<file path="src/rtl/bus_arbit_rr.sv">
// N-master bus arbiter: registered one-hot grant, fixed-priority or round-robin policy, parks on PARK_ID when idle.
// Optional tenure limit enabled by defining ARB_HOLD_LIMIT_EN (MAX_HOLD cycles before a waiting master is served).
module bus_arbit_rr #(
    parameter int NUM_M    = 4,
    parameter int PARK_ID  = 0,
    parameter int MAX_HOLD = 16
) (
    input  logic                     clk,
    input  logic                     reset,
    input  logic [NUM_M-1:0]         req,
    input  logic                     arb_mode,
    output logic [NUM_M-1:0]         grant,
    output logic [$clog2(NUM_M)-1:0] grant_idx,
    output logic                     bus_busy,
    output logic                     grant_chg
);

    localparam int IDX_W = $clog2(NUM_M);
    localparam logic [NUM_M-1:0] ONE_HOT0 = {{(NUM_M-1){1'b0}}, 1'b1};

    typedef enum logic [0:0] {
        PARKED = 1'b0,
        OWNED  = 1'b1
    } state_t;

    state_t             r_state;
    state_t             w_state_nxt;
    logic [NUM_M-1:0]   r_grant;
    logic [IDX_W-1:0]   r_grant_idx;
    logic               r_grant_chg;
    logic [NUM_M-1:0]   w_cand;
    logic [IDX_W-1:0]   w_idx_nxt;
    logic [NUM_M-1:0]   w_grant_nxt;
    logic               w_hold_expired;

    if (NUM_M < 2 || NUM_M > 16) begin : g_bad_num_m
        $error("bus_arbit_rr: NUM_M must be in 2..16");
    end
    if (PARK_ID < 0 || PARK_ID >= NUM_M) begin : g_bad_park_id
        $error("bus_arbit_rr: PARK_ID must be below NUM_M");
    end
    if (MAX_HOLD < 1) begin : g_bad_max_hold
        $error("bus_arbit_rr: MAX_HOLD must be at least 1");
    end

`ifdef ARB_HOLD_LIMIT_EN
    localparam int TEN_W = $clog2(MAX_HOLD + 1);
    logic [TEN_W-1:0] r_tenure;

    // Tenure expires only when some other master is actually waiting.
    always_comb begin
        w_hold_expired = (r_tenure == TEN_W'(MAX_HOLD - 1)) && (|(req & ~r_grant));
    end

    // Tenure counter: counts kept edges, clears on owner change, saturates at MAX_HOLD-1.
    always_ff @(posedge clk) begin
        if (reset) begin
            r_tenure <= {TEN_W{1'b0}};
        end else if (w_idx_nxt != r_grant_idx) begin
            r_tenure <= {TEN_W{1'b0}};
        end else if (r_tenure != TEN_W'(MAX_HOLD - 1)) begin
            r_tenure <= r_tenure + TEN_W'(1);
        end else begin
            r_tenure <= r_tenure;
        end
    end
`else
    assign w_hold_expired = 1'b0;
`endif

    // Next-owner selection; the round-robin pointer is the current grant_idx.
    always_comb begin
        w_idx_nxt = IDX_W'(PARK_ID);
        if (w_hold_expired) begin
            w_cand = req & ~r_grant;
        end else begin
            w_cand = req;
        end
        if (req[r_grant_idx] && !w_hold_expired) begin
            w_idx_nxt = r_grant_idx;
        end else if (|w_cand) begin
            if (arb_mode || w_hold_expired) begin
                // Descending so the nearest slot after the owner is assigned last.
                for (int k = NUM_M; k >= 1; k--) begin
                    if (w_cand[(int'(r_grant_idx) + k) % NUM_M]) begin
                        w_idx_nxt = IDX_W'((int'(r_grant_idx) + k) % NUM_M);
                    end else begin
                        w_idx_nxt = w_idx_nxt;
                    end
                end
            end else begin
                for (int i = NUM_M - 1; i >= 0; i--) begin
                    if (w_cand[i]) begin
                        w_idx_nxt = IDX_W'(i);
                    end else begin
                        w_idx_nxt = w_idx_nxt;
                    end
                end
            end
        end else begin
            w_idx_nxt = IDX_W'(PARK_ID);
        end
        w_grant_nxt = ONE_HOT0 << w_idx_nxt;
        w_state_nxt = (|(req & w_grant_nxt)) ? OWNED : PARKED;
    end

    // PARKED/OWNED state register; it drives bus_busy directly.
    always_ff @(posedge clk) begin
        if (reset) begin
            r_state <= PARKED;
        end else begin
            r_state <= w_state_nxt;
        end
    end

    // Grant registers and owner-change pulse.
    always_ff @(posedge clk) begin
        if (reset) begin
            r_grant     <= ONE_HOT0 << PARK_ID;
            r_grant_idx <= IDX_W'(PARK_ID);
            r_grant_chg <= 1'b0;
        end else begin
            r_grant     <= w_grant_nxt;
            r_grant_idx <= w_idx_nxt;
            r_grant_chg <= (w_idx_nxt != r_grant_idx);
        end
    end

    assign grant     = r_grant;
    assign grant_idx = r_grant_idx;
    assign bus_busy  = (r_state == OWNED);
    assign grant_chg = r_grant_chg;

endmodule
</file>
<file path="config.mk">
export PLATFORM = sky130hd
export DESIGN_NAME = bus_arbit_rr
export DESIGN_NICKNAME = d
export VERILOG_FILES = /design/src/rtl/bus_arbit_rr.sv
export SDC_FILE = /design/constraint.sdc
export NUM_CORES = 1
export LEC_CHECK = 0
export BUFFER_PORTS_ARGS = -buffer_cell sky130_fd_sc_hd__buf_2
export CAP_MARGIN = 20
export CORE_AREA = 8 8 45 47
export DETAILED_ROUTE_END_ITERATION = 12
export DIE_AREA = 0 0 53 55
export PLACE_DENSITY = 0.73
export SLEW_MARGIN = 10
export SYNTH_ARGS = -nofsm -noshare
export SYNTH_HDL_FRONTEND = slang
export SYNTH_SLANG_ARGS = --single-unit
</file>
<file path="constraint.sdc">
create_clock -name clk -period 2 [get_ports clk]
set_clock_uncertainty 0.1 [all_clocks]
set_input_delay 0.1 -clock clk [delete_from_list [all_inputs] [get_ports clk]]
set_output_delay 0.1 -clock clk [all_outputs]
set_load 0.1 [all_outputs]
</file>
* Word-level counts from Yosys, hierarchy flattened
Index checks and enable logic that the tools add are counted.
** Storage, ports and cells
- Register bits :: 8
- Word-level logic and storage cells :: 52
** Cells by class
- $lt $le $gt $ge :: 5
- Reductions and logical operators :: 6
- Shift operators :: 1
- Add/subtract/negate cells :: 4
- Muxes and demuxes :: 26
- Eq/ne operators :: 1
- Bitwise logic cells :: 5
** Operator list (number)
- 2-to-1 mux 2 bit :: 11
- < comparator 3 x 4 -> 1 bit, second input constant :: 4
- binary-select mux 1 bit (select 2 bit) :: 5
- 2-to-1 mux 1 bit :: 10
- OR reduction 2 bit :: 4
- OR reduction 4 bit :: 2
- adder 2 x 1 -> 2 bit, second input constant :: 2
- adder 2 bit, second input constant :: 2
- AND 1 bit, first input constant :: 4
- AND 4 bit :: 1
- left shift 1 x 2 -> 4 bit, first input constant :: 1
- < comparator 2 x 3 -> 1 bit, second input constant :: 1
- != test 2 bit :: 1

* Logic depth before layout (Yosys ltp)
Gate-level depths: netlist of the first run.
- Word-level depth :: 17
- Depth in mapped cells :: 6
- Depth with buffers taken out :: 5

* Worst setup path before layout of the first run
No wires, ideal clock.
- Path kind :: flip-flop to flip-flop
- From :: register r_grant_idx[1], in the netlist grant_idx[1]
- To :: register r_grant[0], in the netlist grant[0]
- Stages on the path, launching flop included :: 7
- Buffers on the path :: 1
- Setup time :: 0.116 ns
- Setup slack :: -0.452 ns
- Data arrival time :: 2.237 ns
- Cell sequence :: dfxtp_1 buf_2 nor4bb_1 o21ai_1 a31oi_2 nand2b_1 a31o_1
** On the way
- Word-level cells in the longest chain between the ends :: 12
** Ends and longest elaborated chain
- from (decl) :: RTL line 29 : logic [IDX_W-1:0] r_grant_idx;
- from (signal assigned) :: RTL line 120 : r_grant_idx <= IDX_W'(PARK_ID);
- from (signal assigned) :: RTL line 124 : r_grant_idx <= w_idx_nxt;
- adder 2 x 1 -> 2 bit :: RTL line 85, 86
- binary-select mux 1 bit (select 2 bit) :: RTL line 85 : if (w_cand[(int'(r_grant_idx) + k) % NUM_M]) begin
- 2-to-1 mux 1 bit (not written as such) (2 in series) :: RTL line 85
- 2-to-1 mux 2 bit (4 in series) :: RTL line 85
- 2-to-1 mux 2 bit :: RTL line 82 : if (arb_mode || w_hold_expired) begin
- 2-to-1 mux 2 bit :: RTL line 81 : end else if (|w_cand) begin
- 2-to-1 mux 2 bit * :: RTL line 79 : if (req[r_grant_idx] && !w_hold_expired) begin
- left shift 1 x 2 -> 4 bit * :: RTL line 103 : w_grant_nxt = ONE_HOT0 << w_idx_nxt;
- to (signal assigned) :: RTL line 119 : r_grant <= ONE_HOT0 << PARK_ID;
- to (signal assigned) :: RTL line 123 : r_grant <= w_grant_nxt;
- to (decl) :: RTL line 28 : logic [NUM_M-1:0] r_grant;
Every way passes the cells marked *; elsewhere a longest branch is shown, timed or not. The select of a mux whose other input is x is not followed.
A chain may end at the register's enable or synchronous reset.

* Final worst setup path of the first run
Same ends and word-level chain as after synthesis.

==> results.yml, run 1 <==
outcome:
  outcome: "complete, no violations"
flow_run:
  drv_cap: 0
power:
  p_per_area_mw_per_mm2: 808.6
  p_seq_share_pct: 36.2
  ir_worst_vdd_mv: 0.2069
  p_clk_share_pct: 23.2
  comb_power_share_pct: 40.7
  p_leak_nw: 0.2588
  p_sw_uw: 220.7
  internal-power_uw: 293.2
  swShare_pct: 42.94
global_routing:
  grt_start_max_net_pins: 12
  antenna_found_initial: 0
  grt_pass1_wl_mm: 2.097
  grtUsageTotal_pct: 9.787
  overflow: 0
  grt_pass1_vias: 510
sta:
  finalHoldViolCount: 0
  maxSlewHeadroom_pct: 67.54
  slew_viol_final: 0
  post-route-min-period_ns: 1.729
  tightest_slew_ns: 0.4903
  rsz0062_at_grt: "false"
  holdWs_ns: 0.1074
  period_share_pct: 86.47
  finalSetupTns_ns: 0
  fmax_mhz: 578.2
  setup_viol: 0
  setup_slack_ns: 0.2706
placement:
  gp_congestion: 0.7943
  portBuffers: 14
  pre_cts_slack_ns: 0.3339
  place_hpwl_um: 978.7
logic_synthesis:
  synth_area_sq_um: 539.3
  synth_edf_count: 0
  synth_top_family_by_area: "compound AO/OA/AOI/OAI gates"
  syn_avg_cell_area_sq_um: 8.049
  synth-async-reset-ratio_pct: 0
  syn_inst: 67
  yosysSeqAreaShare_pct: 29.70
  synth_compound_area_share_pct: 28.77
  ys_ff_latch: 8
  yosys.area_share.simple_pct: 28.07
  synth_xor_area_share_pct: 0
  ys.warnings.count: 0
  synthAdderAreaFrac_pct: 0
  synth_mux_area_share_pct: 5.800
  ys.flop_type: "dfxtp_1"
  ys_types: 35
  syn_nets: 74
worst_setup_path:
  critical-path-max-stage-delay_ns: 0.41
  crit_arrival_ns: 1.77
  critical_path.startpoint_type: "flop"
  cp_slowest_cell: "dfxtp_4"
  crit_start: "grant_idx[1]"
  path_buf_inv: 0
  crit_type: "flop to flop"
  cp-end-kind: "flop"
  required_ns: 2.04
  crit_chain: "nor4bb_1 -> o21ai_1 -> a31oi_2 -> nand2b_1 -> a31o_1"
  crit_family: "compound AO/OA/AOI/OAI gates"
  timing.rr.start: "grant_idx[1]"
  cp_max_fo: 11
die:
  placementRows: 14
  die_h_um: 55
  core_sq_mm: 0.001384
  die_w_um: 53
  die_area_sq_mm: 0.002915
  num_io_pins: 15
  start_util_pct: 38.97
min_path:
  hold_path_class: "input port to flop"
  hold_start: "req[2]"
cts:
  h-tree-depth: 1
  clockBufferDepth: 2
  cts_resized: 0
  clock_latency_ns: 0.25
  cts_tree: "built"
  cts_num_sinks: 8
  clockRootBuffer: "clkbuf_4"
  path_clk_slew_ns: 0.05
  hold_buffers: 1
  numCtsBuffers: 3
  postCtsSetupBuffers: 0
routing:
  wl_per_cell_um: 12.85
  drt-vias-per-instance: 5.516
  wl_mm: 1.221
  drt_iter0_drc: 7
  antenna_left: 0
  drc: 0
  firstDrtPassIters: 2
  via_count: 524
cells_and_area:
  diodes: 0
  drive_above_1_share_pct: 30.38
  area_growth_pct: 17.87
  nets: 88
==> path summary, 6_finish.rpt <==
kind | end | slack (ns) | depth (start not counted)
max reg2reg | grant[0] | 0.27 | 5
min | bus_busy | 0.11 | 3
max | grant[0] | 0.27 | 5
min reg2reg | grant_idx[1] | 0.51 | 2
==> cell usage in the layout (no fill, tap or decap) <==
cell / synthesis / layout
dlygate4sd3_1: 0 / 1
nor4bb_1: 1 / 1
nor2_1: 8 / 8
a211oi_1: 2 / 2
and4_1: 1 / 1
nand2_1: 3 / 3
o31a_1: 1 / 1
nor2b_1: 4 / 4
o21ai_1: 2 / 2
a31oi_2: 1 / 1
dfxtp_4: 0 / 2
o31ai_1: 1 / 1
a22o_1: 1 / 1
o21ai_2: 2 / 2
o21ai_0: 3 / 3
o21a_1: 1 / 1
nor4_1: 1 / 1
or3_1: 1 / 1
a21oi_1: 2 / 2
and2_1: 1 / 1
a31o_1: 1 / 1
mux2i_1: 2 / 2
dfxtp_1: 8 / 6
mux2_2: 1 / 1
o22ai_1: 1 / 1
nor3b_1: 1 / 1
clkbuf_4: 0 / 3
a21boi_0: 1 / 1
nand2b_1: 3 / 3
a31oi_1: 2 / 2
buf_2: 3 / 14
a21o_1: 1 / 1
inv_1: 2 / 2
and4b_1: 1 / 1
or4_4: 1 / 1
==> layer usage <==
layer	track usage (%)	part of all wire, %	up-vias
met5	0	0	-
met4	9.483	3.3	0
met3	1.872	8.0	5
met2	15.43	42	17
met1	10.81	47	233
li1	-	-	269
==> power by group through the flow <==
stage               Clock (mW)  Sequential [mW]  Combinational, mW
finish                   0.119            0.186              0.209
global route             0.138            0.188              0.223
CTS                      0.126            0.186              0.210
detailed placement           0            0.189              0.208
global placement             0            0.188              0.207
floorplan                    0            0.282             0.0826
==> flip-flops by register name (all words and copies together) (netlist names) <==
name,count
grant,4
grant_idx,2
bus_busy,1
grant_chg,1
==> synth_stat cells, types with 2 or more instances <==
cell type / count / share of area (%)
mux2i_1: 2 / 3.7
o21ai_2: 2 / 3.2
a211oi_1: 2 / 2.8
o21ai_0: 3 / 2.8
buf_2: 3 / 2.8
nor2b_1: 4 / 4.6
nand2b_1: 3 / 3.5
o21ai_1: 2 / 1.9
nand2_1: 3 / 2.1
dfxtp_1: 8 / 30
a21oi_1: 2 / 1.9
nor2_1: 8 / 5.6
inv_1: 2 / 1.4
a31oi_1: 2 / 2.3
==> tightest hold or removal path, cell delays in order <==
cell and delay (ns):
buf_2 0.17, nor4_1 0.08, nor2_1 0.07
==> through the flow <==
step	cells	utilization, %	cell area, sq um	power, mW
finish	95	45.93	635.6	0.5139
global route	95	45.93	635.6	0.5489
CTS	95	45.93	635.6	0.5219
detailed placement	91	43.58	603.1	0.3970
global placement	91	43.58	603.1	0.3943
floorplan	67	-	546.8	0.3649
==> cell type report <==
cell class / count / area, sq um
flip-flops and latches: 8 / 167.7
multi-input cells: 51 / 337.8
clock buffers: 3 / 22.52
inverters: 2 / 7.507
well taps: 16 / 20.02
fillers: 142 / 748.2
repair buffers: 15 / 80.08
==> cells by family after synthesis <==
| family | Yosys count |
|---|---|
| mux | 3 |
| flops | 8 |
| simple gates | 26 |
| compound gates | 22 |
| buf+inv | 8 |
Power figures use the tool's default switching activity.
==> run 2: changes to the inputs <==
--- a/config.mk
+++ b/config.mk
@@ -11,7 +11,8 @@
 export DETAILED_ROUTE_END_ITERATION = 12
 export DIE_AREA = 0 0 53 55
 export PLACE_DENSITY = 0.73
-export SLEW_MARGIN = 10
+export RECOVER_POWER = 50
+export SLEW_MARGIN = 20
 export SYNTH_ARGS = -nofsm -noshare
 export SYNTH_HDL_FRONTEND = slang
 export SYNTH_SLANG_ARGS = --single-unit
==> results.yml, run 2 (same netlist as run 1, synthesis figures left out) <==
cells_and_area:
  drive_above_1_share_pct: 20.25
  area_growth_pct: 16.01
  diodes: 0
  largest_reg_flops: 4
  design_area_sq_um: 625.6
  final_core_util_pct: 45.21
  final_cells: 95
  final_cell_mix: "8 x nor2_1, 8 x clkbuf_1, 6 x dfxtp_1, 6 x buf_2, 4 x nor2b_1"
  nets: 88
placement:
  gp_congestion: 0.7943
  portBuffers: 14
  pre_cts_slack_ns: 0.3339
  dp.cells: 91
  place_area_sq_um: 603.1
  place_hpwl_um: 978.7
routing:
  firstDrtPassIters: 2
  antenna_left: 0
  wl_mm: 1.230
  via_count: 524
  drt_iter0_drc: 7
  wl_per_cell_um: 12.95
  drc: 0
  drt-vias-per-instance: 5.516
power:
  p_leak_nw: 0.2310
  p_per_area_mw_per_mm2: 816.6
  total_power_uw: 510.9
  ir_worst_vdd_mv: 0.2063
sta:
  period_share_pct: 86.72
  tightest_slew_ns: 1.177
  finalSetupTns_ns: 0
  holdWs_ns: 0.1074
  setup_viol: 0
  fmax_mhz: 576.6
  setup_slack_ns: 0.2656
  maxSlewHeadroom_pct: 21.88
  rsz0062_at_grt: "false"
  post-route-min-period_ns: 1.734
  slew_viol_final: 0
  finalHoldViolCount: 0
global_routing:
  antenna_found_initial: 0
  grt_pass1_vias: 510
  grt_pass1_wl_mm: 2.097
  overflow: 0
  grt_start_max_net_pins: 12
  grtUsageTotal_pct: 9.787
die:
  die_area_sq_mm: 0.002915
  num_io_pins: 15
  die_h_um: 55
  die_w_um: 53
  placementRows: 14
  start_util_pct: 38.97
  core_sq_mm: 0.001384
cts:
  numCtsBuffers: 3
  clockRootBuffer: "clkbuf_4"
  cts_num_sinks: 8
  clock_latency_ns: 0.25
  clockBufferDepth: 2
  cts_tree: "built"
  path_clk_slew_ns: 0.05
  h-tree-depth: 1
worst_setup_path:
  critical_path.startpoint_type: "flop"
  crit_arrival_ns: 1.53
  cp-end-kind: "output port"
  required_ns: 1.80
  cp_slowest_cell: "clkbuf_1"
  crit_type: "flop to output port"
  crit_chain: "clkbuf_1"
  path_buf_inv: 1
  critical-path-max-stage-delay_ns: 0.88
  crit_family: "buffers and inverters"
  cp_max_fo: 11
outcome:
  outcome: "complete, no violations"
min_path:
  hold_path_class: "input port to flop"
flow_run:
  drv_cap: 0
## run 2: path summary, 6_finish.rpt
kind	from	to	slack, ns	cells after the start
worst max-delay path	grant_idx[0]	grant_idx[0]	0.27	1
worst min-delay path	req[2]	bus_busy	0.11	3
worst max register to register	grant_idx[1]	grant[0]	0.27	5
worst min register to register	grant_idx[1]	grant_idx[1]	0.51	2
## run 2: where the power goes
group / leakage [nW] / internal (mW) / switching (mW)
clock network: 0.0138 / 0.0684 / 0.0507
logic: 0.150 / 0.0474 / 0.158
registers: 0.0673 / 0.174 / 0.0126
total: 0.231 / 0.290 / 0.221
## run 2: layout make-up
cell class / instances / area (sq um)
Fill cell: 148 / 758.2
Multi-Input combinational cell: 51 / 337.8
Sequential cell: 8 / 167.7
Timing Repair Buffer: 15 / 70.07
Clock buffer: 3 / 22.52
Tap cell: 16 / 20.02
Inverter: 2 / 7.507
## run 2: metal layers
| metal | part of all wire, % | vias to the layer above | global-route usage, % |
|---|---|---|---|
| met5 | 0 | - | 0 |
| met4 | 3.3 | 0 | 9.483 |
| met2 | 41 | 17 | 15.43 |
| li1 | - | 269 | - |
| met3 | 8.4 | 5 | 1.872 |
| met1 | 47 | 233 | 10.81 |
## run 2: repair_timing
action | in CTS | in global routing
endpoints found under the hold margin | 1 | 0
buffers inserted | 0 | 0
hold buffers | 1 | 0
gates resized for setup | 0 | 0
